## config.mk

```make
export PLATFORM = sky130hd
export DESIGN_NAME = fetch_queue_flat
export DESIGN_NICKNAME = d
export VERILOG_FILES = /design/src/rtl/fetch_queue_pkg.sv /design/src/rtl/fetch_queue_if.sv /design/src/rtl/fetch_queue_storage.sv /design/src/rtl/fetch_queue.sv /design/src/flat_wrapper.sv
export SDC_FILE = /design/constraint.sdc
export NUM_CORES = 1
export LEC_CHECK = 0
export BUFFER_PORTS_ARGS = -buffer_cell sky130_fd_sc_hd__buf_2
export CORE_UTILIZATION = 40
export DETAILED_ROUTE_END_ITERATION = 16
export HOLD_SLACK_MARGIN = 0.1
export PLACE_DENSITY = 0.64
export SLEW_MARGIN = 25
export SYNTH_ARGS = -nofsm -noshare
export SYNTH_HDL_FRONTEND = slang
export SYNTH_SLANG_ARGS = --single-unit
```

## constraint.sdc

```tcl
create_clock -name clk -period 2.5 [get_ports clk]
set_clock_uncertainty 0.2 [all_clocks]
set_input_delay 0.25 -clock clk [delete_from_list [all_inputs] [get_ports clk]]
set_output_delay 0.25 -clock clk [all_outputs]
set_load 0.05 [all_outputs]
```

## src/rtl/fetch_queue_pkg.sv

```systemverilog
// Shared types and constants for the instruction fetch queue.
package fetch_queue_pkg;

  // addi x0, x0, 0 -- shown to decode whenever there is nothing real to issue
  localparam logic [31:0] DEFAULT_NOP_INST = 32'h0000_0013;

  typedef struct packed {
    logic [31:0] inst;
    logic [31:0] pc;
  } fetch_entry_t;

endpackage

```

## src/rtl/fetch_queue_if.sv

```systemverilog
// Handshake bundle between IF (imem side), the fetch queue and decode.
interface fetch_queue_if #(
  parameter int DEPTH = 4
) ();
  localparam int CNT_W = $clog2(DEPTH) + 1;

  logic             i_flush;
  logic             i_req_issue;
  logic             o_req_ready;
  logic             imem_resp;
  logic [31:0]      imem_rdata;
  logic [31:0]      i_resp_pc;
  logic             i_deq;
  logic             o_valid;
  logic [31:0]      o_inst;
  logic [31:0]      o_pc;
  logic             o_imem_stall;
  logic [CNT_W-1:0] o_count;

  // Driver side: IF stage, imem and decode together
  modport master (
    output i_flush, i_req_issue, imem_resp, imem_rdata, i_resp_pc, i_deq,
    input  o_req_ready, o_valid, o_inst, o_pc, o_imem_stall, o_count
  );

  // Queue side
  modport slave (
    input  i_flush, i_req_issue, imem_resp, imem_rdata, i_resp_pc, i_deq,
    output o_req_ready, o_valid, o_inst, o_pc, o_imem_stall, o_count
  );
endinterface

```

## src/rtl/fetch_queue_storage.sv

```systemverilog
// DEPTH-entry register file for fetched {inst, pc} pairs: one write port,
// one asynchronous read port. Entries hold data only, so no reset.
module fetch_queue_storage
  import fetch_queue_pkg::*;
#(
  parameter int DEPTH = 4,
  localparam int AW = $clog2(DEPTH)
) (
  input  logic         clk,
  input  logic         we,
  input  logic [AW-1:0] waddr,
  input  fetch_entry_t wdata,
  input  logic [AW-1:0] raddr,
  output fetch_entry_t rdata
);

  fetch_entry_t mem_q [DEPTH];

  // Write the addressed entry when enabled
  always_ff @(posedge clk) begin
    if (we) begin
      mem_q[waddr] <= wdata;
    end
  end

  assign rdata = mem_q[raddr];

endmodule

```

## src/rtl/fetch_queue.sv

```systemverilog
// Instruction fetch queue at the IF/ID boundary. Credits gate new imem
// requests, an empty queue bypasses a live response straight to decode, and
// a flush turns every response still in flight into a stale one to discard.
module fetch_queue
  import fetch_queue_pkg::*;
#(
  parameter int          DEPTH           = 4,
  parameter int          MAX_OUTSTANDING = 2,
  parameter logic [31:0] NOP_INST        = DEFAULT_NOP_INST
) (
  input logic          clk,
  input logic          rst,
  fetch_queue_if.slave bus
);

  localparam int PTR_W = $clog2(DEPTH);
  localparam int CNT_W = PTR_W + 1;
  // One spare bit so an out-of-protocol issue does not silently wrap
  localparam int OUT_W = $clog2(MAX_OUTSTANDING + 1) + 1;
  localparam int SUM_W = ((CNT_W > OUT_W) ? CNT_W : OUT_W) + 1;

  localparam logic [CNT_W-1:0] DEPTH_C   = CNT_W'(DEPTH);
  localparam logic [OUT_W-1:0] MAX_OUT_C = OUT_W'(MAX_OUTSTANDING);
  localparam logic [OUT_W-1:0] OUT_SAT   = '1;
  localparam logic [SUM_W-1:0] DEPTH_S   = SUM_W'(DEPTH);

  logic [PTR_W-1:0] rd_ptr_q, rd_ptr_d;
  logic [PTR_W-1:0] wr_ptr_q, wr_ptr_d;
  logic [CNT_W-1:0] count_q, count_d;
  logic [OUT_W-1:0] outstanding_q, outstanding_d;
  logic [OUT_W-1:0] drop_cnt_q, drop_cnt_d;
  // Responses orphaned by a reset; lets them drain without tripping the
  // unexpected-response check
  logic [OUT_W-1:0] orphan_q, orphan_d;

  logic             resp_ok;
  logic             live;
  logic             empty;
  logic             full;
  logic             deq_fire;
  logic             wr_en;
  logic             overflow;
  logic             unexpected_resp;
  logic [OUT_W:0]   orphan_sum;
  logic [SUM_W-1:0] credit_sum;

  fetch_entry_t     wr_entry;
  fetch_entry_t     head_entry;

  assign wr_entry = '{inst: bus.imem_rdata, pc: bus.i_resp_pc};

  fetch_queue_storage #(
    .DEPTH (DEPTH)
  ) u_storage (
    .clk   (clk),
    .we    (wr_en),
    .waddr (wr_ptr_q),
    .wdata (wr_entry),
    .raddr (rd_ptr_q),
    .rdata (head_entry)
  );

  // Classify this cycle's response and decide what moves in and out
  always_comb begin
    resp_ok         = bus.imem_resp && (outstanding_q != '0);
    live            = resp_ok && (drop_cnt_q == '0) && !bus.i_flush;
    empty           = (count_q == '0);
    full            = (count_q == DEPTH_C);
    deq_fire        = bus.i_deq && !empty && !bus.i_flush;
    // A bypassed-and-consumed response never touches the array
    wr_en           = live && !(empty && bus.i_deq) && (!full || deq_fire);
    overflow        = live && full && !deq_fire;
    unexpected_resp = bus.imem_resp && (outstanding_q == '0) && (orphan_q == '0);
  end

  // Next-state for pointers, occupancy, credits and stale-response tracking
  always_comb begin
    rd_ptr_d      = rd_ptr_q;
    wr_ptr_d      = wr_ptr_q;
    count_d       = count_q;
    outstanding_d = outstanding_q;
    drop_cnt_d    = drop_cnt_q;
    orphan_d      = orphan_q;
    orphan_sum    = {1'b0, orphan_q} + {1'b0, outstanding_q};

    case ({bus.i_req_issue, resp_ok})
      2'b10:   outstanding_d = (outstanding_q == OUT_SAT) ? outstanding_q
                                                          : outstanding_q + OUT_W'(1);
      2'b01:   outstanding_d = outstanding_q - OUT_W'(1);
      default: outstanding_d = outstanding_q;
    endcase

    if (bus.i_flush) begin
      rd_ptr_d   = '0;
      wr_ptr_d   = '0;
      count_d    = '0;
      // Everything already in flight is pre-redirect; a request issued in
      // this same cycle is post-redirect and must survive
      drop_cnt_d = outstanding_q - OUT_W'(resp_ok);
    end else begin
      if (wr_en) begin
        wr_ptr_d = wr_ptr_q + PTR_W'(1);
      end
      if (deq_fire) begin
        rd_ptr_d = rd_ptr_q + PTR_W'(1);
      end
      count_d = count_q + CNT_W'(wr_en) - CNT_W'(deq_fire);
      if (resp_ok && (drop_cnt_q != '0)) begin
        drop_cnt_d = drop_cnt_q - OUT_W'(1);
      end
    end

    if (!rst) begin
      orphan_d = orphan_sum[OUT_W] ? OUT_SAT : orphan_sum[OUT_W-1:0];
    end else if (bus.imem_resp && (outstanding_q == '0) && (orphan_q != '0)) begin
      orphan_d = orphan_q - OUT_W'(1);
    end
  end

  // Control state with synchronous active-low reset
  always_ff @(posedge clk) begin
    if (!rst) begin
      rd_ptr_q      <= '0;
      wr_ptr_q      <= '0;
      count_q       <= '0;
      outstanding_q <= '0;
      drop_cnt_q    <= '0;
    end else begin
      rd_ptr_q      <= rd_ptr_d;
      wr_ptr_q      <= wr_ptr_d;
      count_q       <= count_d;
      outstanding_q <= outstanding_d;
      drop_cnt_q    <= drop_cnt_d;
    end
    orphan_q <= orphan_d;
  end

  // Decode-facing outputs; credits look at registers only
  always_comb begin
    credit_sum       = SUM_W'(count_q) + SUM_W'(outstanding_q) - SUM_W'(drop_cnt_q);
    bus.o_req_ready  = (outstanding_q < MAX_OUT_C) && (credit_sum < DEPTH_S);
    bus.o_valid      = !bus.i_flush && (!empty || live);
    bus.o_inst       = NOP_INST;
    bus.o_pc         = '0;
    if (!bus.i_flush) begin
      if (!empty) begin
        bus.o_inst = head_entry.inst;
        bus.o_pc   = head_entry.pc;
      end else if (live) begin
        bus.o_inst = bus.imem_rdata;
        bus.o_pc   = bus.i_resp_pc;
      end
    end
    bus.o_imem_stall = empty && (outstanding_q > drop_cnt_q) && !live;
    bus.o_count      = count_q;
  end

  // Protocol checks: overflowing a full queue, or a response nobody asked for
  always @(posedge clk) begin
    if (rst) begin
      assert (!overflow)
        else $error("fetch_queue: live response while full and not dequeuing, dropped");
      assert (!unexpected_resp)
        else $error("fetch_queue: imem response with no request outstanding");
    end
  end

endmodule

```

## src/flat_wrapper.sv

```systemverilog
// flat-port wrapper written by rule: the top's interface ports become plain ports
module fetch_queue_flat import fetch_queue_pkg::*;
#(
  parameter int          DEPTH           = 4,
  parameter int          MAX_OUTSTANDING = 2,
  parameter logic [31:0] NOP_INST        = DEFAULT_NOP_INST
)
  (clk, rst, bus_i_flush, bus_i_req_issue, bus_imem_resp, bus_imem_rdata, bus_i_resp_pc, bus_i_deq, bus_o_req_ready, bus_o_valid, bus_o_inst, bus_o_pc, bus_o_imem_stall, bus_o_count);
  fetch_queue_if #(.DEPTH(DEPTH)) bus_i ();
  input logic clk;
  input logic rst;
  input wire logic [$bits(bus_i.i_flush)-1:0] bus_i_flush;
  input wire logic [$bits(bus_i.i_req_issue)-1:0] bus_i_req_issue;
  input wire logic [$bits(bus_i.imem_resp)-1:0] bus_imem_resp;
  input wire logic [$bits(bus_i.imem_rdata)-1:0] bus_imem_rdata;
  input wire logic [$bits(bus_i.i_resp_pc)-1:0] bus_i_resp_pc;
  input wire logic [$bits(bus_i.i_deq)-1:0] bus_i_deq;
  output wire logic [$bits(bus_i.o_req_ready)-1:0] bus_o_req_ready;
  output wire logic [$bits(bus_i.o_valid)-1:0] bus_o_valid;
  output wire logic [$bits(bus_i.o_inst)-1:0] bus_o_inst;
  output wire logic [$bits(bus_i.o_pc)-1:0] bus_o_pc;
  output wire logic [$bits(bus_i.o_imem_stall)-1:0] bus_o_imem_stall;
  output wire logic [$bits(bus_i.o_count)-1:0] bus_o_count;
  assign bus_i.i_flush = bus_i_flush;
  assign bus_i.i_req_issue = bus_i_req_issue;
  assign bus_i.imem_resp = bus_imem_resp;
  assign bus_i.imem_rdata = bus_imem_rdata;
  assign bus_i.i_resp_pc = bus_i_resp_pc;
  assign bus_i.i_deq = bus_i_deq;
  assign bus_o_req_ready = bus_i.o_req_ready;
  assign bus_o_valid = bus_i.o_valid;
  assign bus_o_inst = bus_i.o_inst;
  assign bus_o_pc = bus_i.o_pc;
  assign bus_o_imem_stall = bus_i.o_imem_stall;
  assign bus_o_count = bus_i.o_count;
  fetch_queue #(.DEPTH(DEPTH), .MAX_OUTSTANDING(MAX_OUTSTANDING), .NOP_INST(NOP_INST)) u_core (.clk(clk), .rst(rst), .bus(bus_i));
endmodule
```

==> run_summary.xml <==
<?xml version="1.0" encoding="UTF-8"?>
<metrics>
  <group name="logic_synthesis">
    <metric name="synth_largest_type_area_fraction" unit="%">67.0</metric>
    <metric name="number_of_synthesis_warnings" unit="">0</metric>
    <metric name="syn-num-nets" unit="">780</metric>
    <metric name="synth_cell_type_count" unit="">44</metric>
    <metric name="post_synthesis_average_cell_area" unit="µm²">16.6</metric>
    <metric name="synth-edff-count" unit="">256</metric>
    <metric name="yosys.area.top_type" unit="">sky130_fd_sc_hd__edfxtp_1</metric>
    <metric name="synth_flop_cell" unit="">sky130_fd_sc_hd__edfxtp_1</metric>
    <metric name="yosys-top-cells-area" unit="">sky130_fd_sc_hd__edfxtp_1, sky130_fd_sc_hd__mux4_2, sky130_fd_sc_hd__a21oi_1, sky130_fd_sc_hd__nand3_1, sky130_fd_sc_hd__dfxtp_1</metric>
    <metric name="synth_async_sr_flop_share" unit="%">0</metric>
    <metric name="post_synthesis_register_bit_count" unit="">271</metric>
    <metric name="netlist_instances" unit="">690</metric>
    <metric name="netlist_area" unit="mm²">0.0115</metric>
    <metric name="synth.yosys.seq_area_share" unit="%">69.7</metric>
  </group>
  <group name="placement">
    <metric name="port_buffers" unit="">139</metric>
    <metric name="dp_hpwl" unit="µm">15200</metric>
    <metric name="place_congestion" unit="">0.752</metric>
  </group>
  <group name="finish">
    <metric name="post_route_cells_drive_above_1_share" unit="%">55.5</metric>
    <metric name="finalNetCount" unit="">1083</metric>
    <metric name="layout.cells.most_common" unit="">sky130_fd_sc_hd__edfxtp_1</metric>
    <metric name="mostFrequentLayoutCells" unit="">sky130_fd_sc_hd__edfxtp_1, sky130_fd_sc_hd__buf_6, sky130_fd_sc_hd__dlygate4sd3_1, sky130_fd_sc_hd__buf_2, sky130_fd_sc_hd__mux4_2</metric>
    <metric name="areaGrowthSynthToFinish" unit="%">52.3</metric>
    <metric name="antenna_cell_count" unit="">0</metric>
  </group>
  <group name="flow_run">
    <metric name="max_cap_violations" unit="">0</metric>
  </group>
  <group name="power">
    <metric name="cell_internal_pwr" unit="µW">8450</metric>
    <metric name="power_density" unit="mW/mm²">651</metric>
    <metric name="static-leakage-power" unit="µW">0.00588</metric>
    <metric name="total_power" unit="µW">11400</metric>
    <metric name="worst_ir_drop_vdd" unit="µV">546</metric>
    <metric name="clock_power_share" unit="%">36.1</metric>
    <metric name="power.share.combinational" unit="%">19.3</metric>
    <metric name="switching_share" unit="%">25.6</metric>
    <metric name="power_frac_seq" unit="%">44.6</metric>
    <metric name="power.net_switching" unit="µW">2920</metric>
  </group>
  <group name="clocking">
    <metric name="clock_path_buffers" unit="">3</metric>
    <metric name="clk-insertion-delay-late" unit="ns">0.53</metric>
    <metric name="cts.root.buffer_cell" unit="">sky130_fd_sc_hd__clkbuf_16</metric>
    <metric name="cts_buffers" unit="">29</metric>
    <metric name="number_of_h_tree_levels" unit="">1</metric>
    <metric name="tritoncts" unit="">done</metric>
    <metric name="clock_input_transition_at_the_sequential_cells_of_the_worst_setup_and_hold_paths" unit="ns">0.07</metric>
    <metric name="clock_sinks" unit="">271</metric>
  </group>
  <group name="floorplan">
    <metric name="rows" unit="">61</metric>
    <metric name="initial_core_utilization" unit="%">40.9</metric>
    <metric name="dieWidth" unit="µm">171</metric>
    <metric name="core" unit="mm²">0.0280</metric>
    <metric name="boundaryPins" unit="">140</metric>
    <metric name="die_height" unit="µm">171</metric>
    <metric name="die_area" unit="mm²">0.0293</metric>
  </group>
  <group name="global_routing">
    <metric name="grt_overflow" unit="">0</metric>
    <metric name="globalRoute.busiestLayer" unit="">met2</metric>
    <metric name="global_route.usage.met3" unit="%">3.66</metric>
    <metric name="first_global_vias" unit="">7868</metric>
    <metric name="gr-usage-met2" unit="%">37.5</metric>
    <metric name="global_route_wire_length_before_repair" unit="µm">46500</metric>
    <metric name="grt.total_usage" unit="%">21.5</metric>
    <metric name="antenna_violations_before_repair" unit="">0</metric>
    <metric name="gr_layer_usage_met1" unit="%">27.9</metric>
    <metric name="grt_max_degree" unit="">40</metric>
  </group>
  <group name="critical_path">
    <metric name="sort_of_element_at_the_end_of_the_critical_path" unit="">output port</metric>
    <metric name="type_of_the_worst_setup_path" unit="">flip-flop to output port</metric>
    <metric name="timing.critical_path.fanout_max" unit="">3</metric>
    <metric name="critPathRequiredTime" unit="ns">2.05</metric>
    <metric name="worstSetupStartpointType" unit="">flip-flop</metric>
    <metric name="cp_data_arrival_time" unit="ns">2.87</metric>
  </group>
  <group name="timing">
    <metric name="unrepaired_setup_endpoints_after_global_routing" unit="">yes</metric>
    <metric name="layout_setup_ws" unit="ns">-0.822</metric>
    <metric name="hold_ws" unit="ns">0.171</metric>
    <metric name="max_slew_margin" unit="%">39.2</metric>
    <metric name="finalCriticalPeriod" unit="ns">3.32</metric>
    <metric name="hold_viol" unit="">0</metric>
    <metric name="layout_worst_path_cycle_share" unit="%">133</metric>
    <metric name="tightestPinTransition" unit="ns">0.912</metric>
    <metric name="count_of_pins_over_their_slew_limit" unit="">0</metric>
    <metric name="maxClockFrequency" unit="GHz">0.301</metric>
    <metric name="setup_viol" unit="">68</metric>
  </group>
  <group name="routing">
    <metric name="drt_first_iter_violations" unit="">435</metric>
    <metric name="avgRoutedWirePerCell" unit="µm">22.9</metric>
    <metric name="detail_route.wirelength" unit="µm">31800</metric>
    <metric name="postRouteAntennaNets" unit="">0</metric>
    <metric name="drt_pass1_iterations" unit="">4</metric>
    <metric name="detail_route.vias_per_cell" unit="">5.43</metric>
    <metric name="drcViolationCount" unit="">0</metric>
    <metric name="vias" unit="">7563</metric>
  </group>
  <group name="outcome">
    <metric name="run_status" unit="">complete, but fails checks</metric>
    <metric name="failing_checks" unit="">setup timing</metric>
  </group>
  <group name="min_path">
    <metric name="hold_path_class" unit="">input pin to flip-flop</metric>
  </group>
</metrics>
through the flow:
step | instances | instance area [µm²] | utilization (%) | worst slack, ns | TNS [ns]
5_1_grt | 1392 | 17500 | 62.3 | -0.908 | -25.11
2_1_floorplan | 690 | 11700 | - | -0.543 | -0.725
6_report | 1392 | 17500 | 62.3 | -0.822 | -18.91
3_5_place_dp | 1210 | 13300 | 47.4 | -0.406 | -0.656
4_1_cts | 1383 | 16800 | 60.0 | -0.894 | -18.06
3_3_place_gp | 1210 | 13300 | 47.4 | -0.396 | -0.573
area by class of cell:
cell class / instances / area [µm²]
multi-input cells: 353 / 4440
clock buffers: 32 / 737
repair buffers: 319 / 3550
clock inverters: 20 / 174
flip-flops and latches: 271 / 8010
well taps: 378 / 473
inverters: 19 / 76.3
fillers: 1943 / 10600
critical path, cell delays in order, from the launching register on:
cell and delay, ns:
sky130_fd_sc_hd__dfxtp_4 0.36, sky130_fd_sc_hd__inv_4 0.03, sky130_fd_sc_hd__fa_1 0.52, sky130_fd_sc_hd__inv_2 0.05
sky130_fd_sc_hd__ha_4 0.21, sky130_fd_sc_hd__nand2_4 0.07, sky130_fd_sc_hd__o21bai_4 0.06, sky130_fd_sc_hd__or4b_4 0.53
sky130_fd_sc_hd__a311oi_4 0.31, sky130_fd_sc_hd__buf_6 0.20
path summary, 6_finish.rpt:
kind                                            start                 endpoint  slack (ns)  cells past startpoint
worst min-delay path                    bus_imem_resp  u_core.outstanding_q[0]        0.17                      5
worst max-delay path            u_core.bus.o_count[1]          bus_o_req_ready       -0.82                      9
worst max register to register  u_core.bus.o_count[1]    u_core.bus.o_count[2]       -0.14                     12
worst min register to register     u_core.rd_ptr_q[0]       u_core.rd_ptr_q[0]        0.34                      2
cells in the mapped netlist (2+ instances only):
| cell | n |
|---|---|
| sky130_fd_sc_hd__a31oi_1 | 2 |
| sky130_fd_sc_hd__ha_1 | 16 |
| sky130_fd_sc_hd__clkbuf_1 | 14 |
| sky130_fd_sc_hd__nor3_1 | 7 |
| sky130_fd_sc_hd__a21oi_1 | 64 |
| sky130_fd_sc_hd__o21bai_1 | 4 |
| sky130_fd_sc_hd__mux2i_1 | 3 |
| sky130_fd_sc_hd__o21ai_0 | 5 |
| sky130_fd_sc_hd__or4b_1 | 2 |
| sky130_fd_sc_hd__nand2_1 | 71 |
| sky130_fd_sc_hd__inv_1 | 18 |
| sky130_fd_sc_hd__buf_1 | 6 |
| sky130_fd_sc_hd__dfxtp_1 | 15 |
| sky130_fd_sc_hd__mux4_2 | 64 |
| sky130_fd_sc_hd__and2_2 | 4 |
| sky130_fd_sc_hd__buf_6 | 6 |
| sky130_fd_sc_hd__edfxtp_1 | 256 |
| sky130_fd_sc_hd__nor2_1 | 15 |
| sky130_fd_sc_hd__nand2b_1 | 4 |
| sky130_fd_sc_hd__nand3_1 | 63 |
| sky130_fd_sc_hd__buf_2 | 12 |
| sky130_fd_sc_hd__xnor2_1 | 5 |
| sky130_fd_sc_hd__xor2_1 | 3 |
| sky130_fd_sc_hd__fa_1 | 4 |
| sky130_fd_sc_hd__buf_4 | 8 |
routing by layer:
layer | vias up | share of wire, %
li1 | 3331 | -
met1 | 3959 | 41
met2 | 222 | 51
met5 | - | 0
met4 | 0 | 2.2
met3 | 51 | 5.7
power groups by stage:
stage / clock [µW] / combinational [µW] / sequential, µW
floorplan: 0 / 913 / 5160
global placement: 0 / 1330 / 5160
detailed placement: 0 / 1340 / 5160
CTS: 4160 / 1950 / 5070
global route: 4350 / 2320 / 5070
finish: 4110 / 2190 / 5070
repair_timing:
action                     4_1_cts  5_1_grt
buffers inserted                28       16
gates resized for setup        304      112
setup endpoints to repair       69       69
hold buffers                    71        0
pin swaps                       56      110
gates cloned                    22        3
hold endpoints to repair       270        0
flip-flops by register name (all words and copies together), names as in the netlist, named ones only:
register / flops
u_core.bus.o_count: 3
u_core.rd_ptr_q: 2
u_core.outstanding_q: 3
u_core.u_storage.mem_q: 256
u_core.wr_ptr_q: 2
u_core.drop_cnt_q: 3
kinds of logic (layout without fill, tap and decap cells):
logic type	count (synthesis)	after routing	synth area share, %
AOI/OAI and AO/OA	84	84	4.34
xor gates and xnor gates	8	8	0.611
adders and majority gates	20	20	2.44
buffers and inverters	66	390	2.96
DFF	271	271	69.7
muxes	67	67	12.8
and+or+nand+nor	174	174	7.15
(Power assumes the default switching activity.)
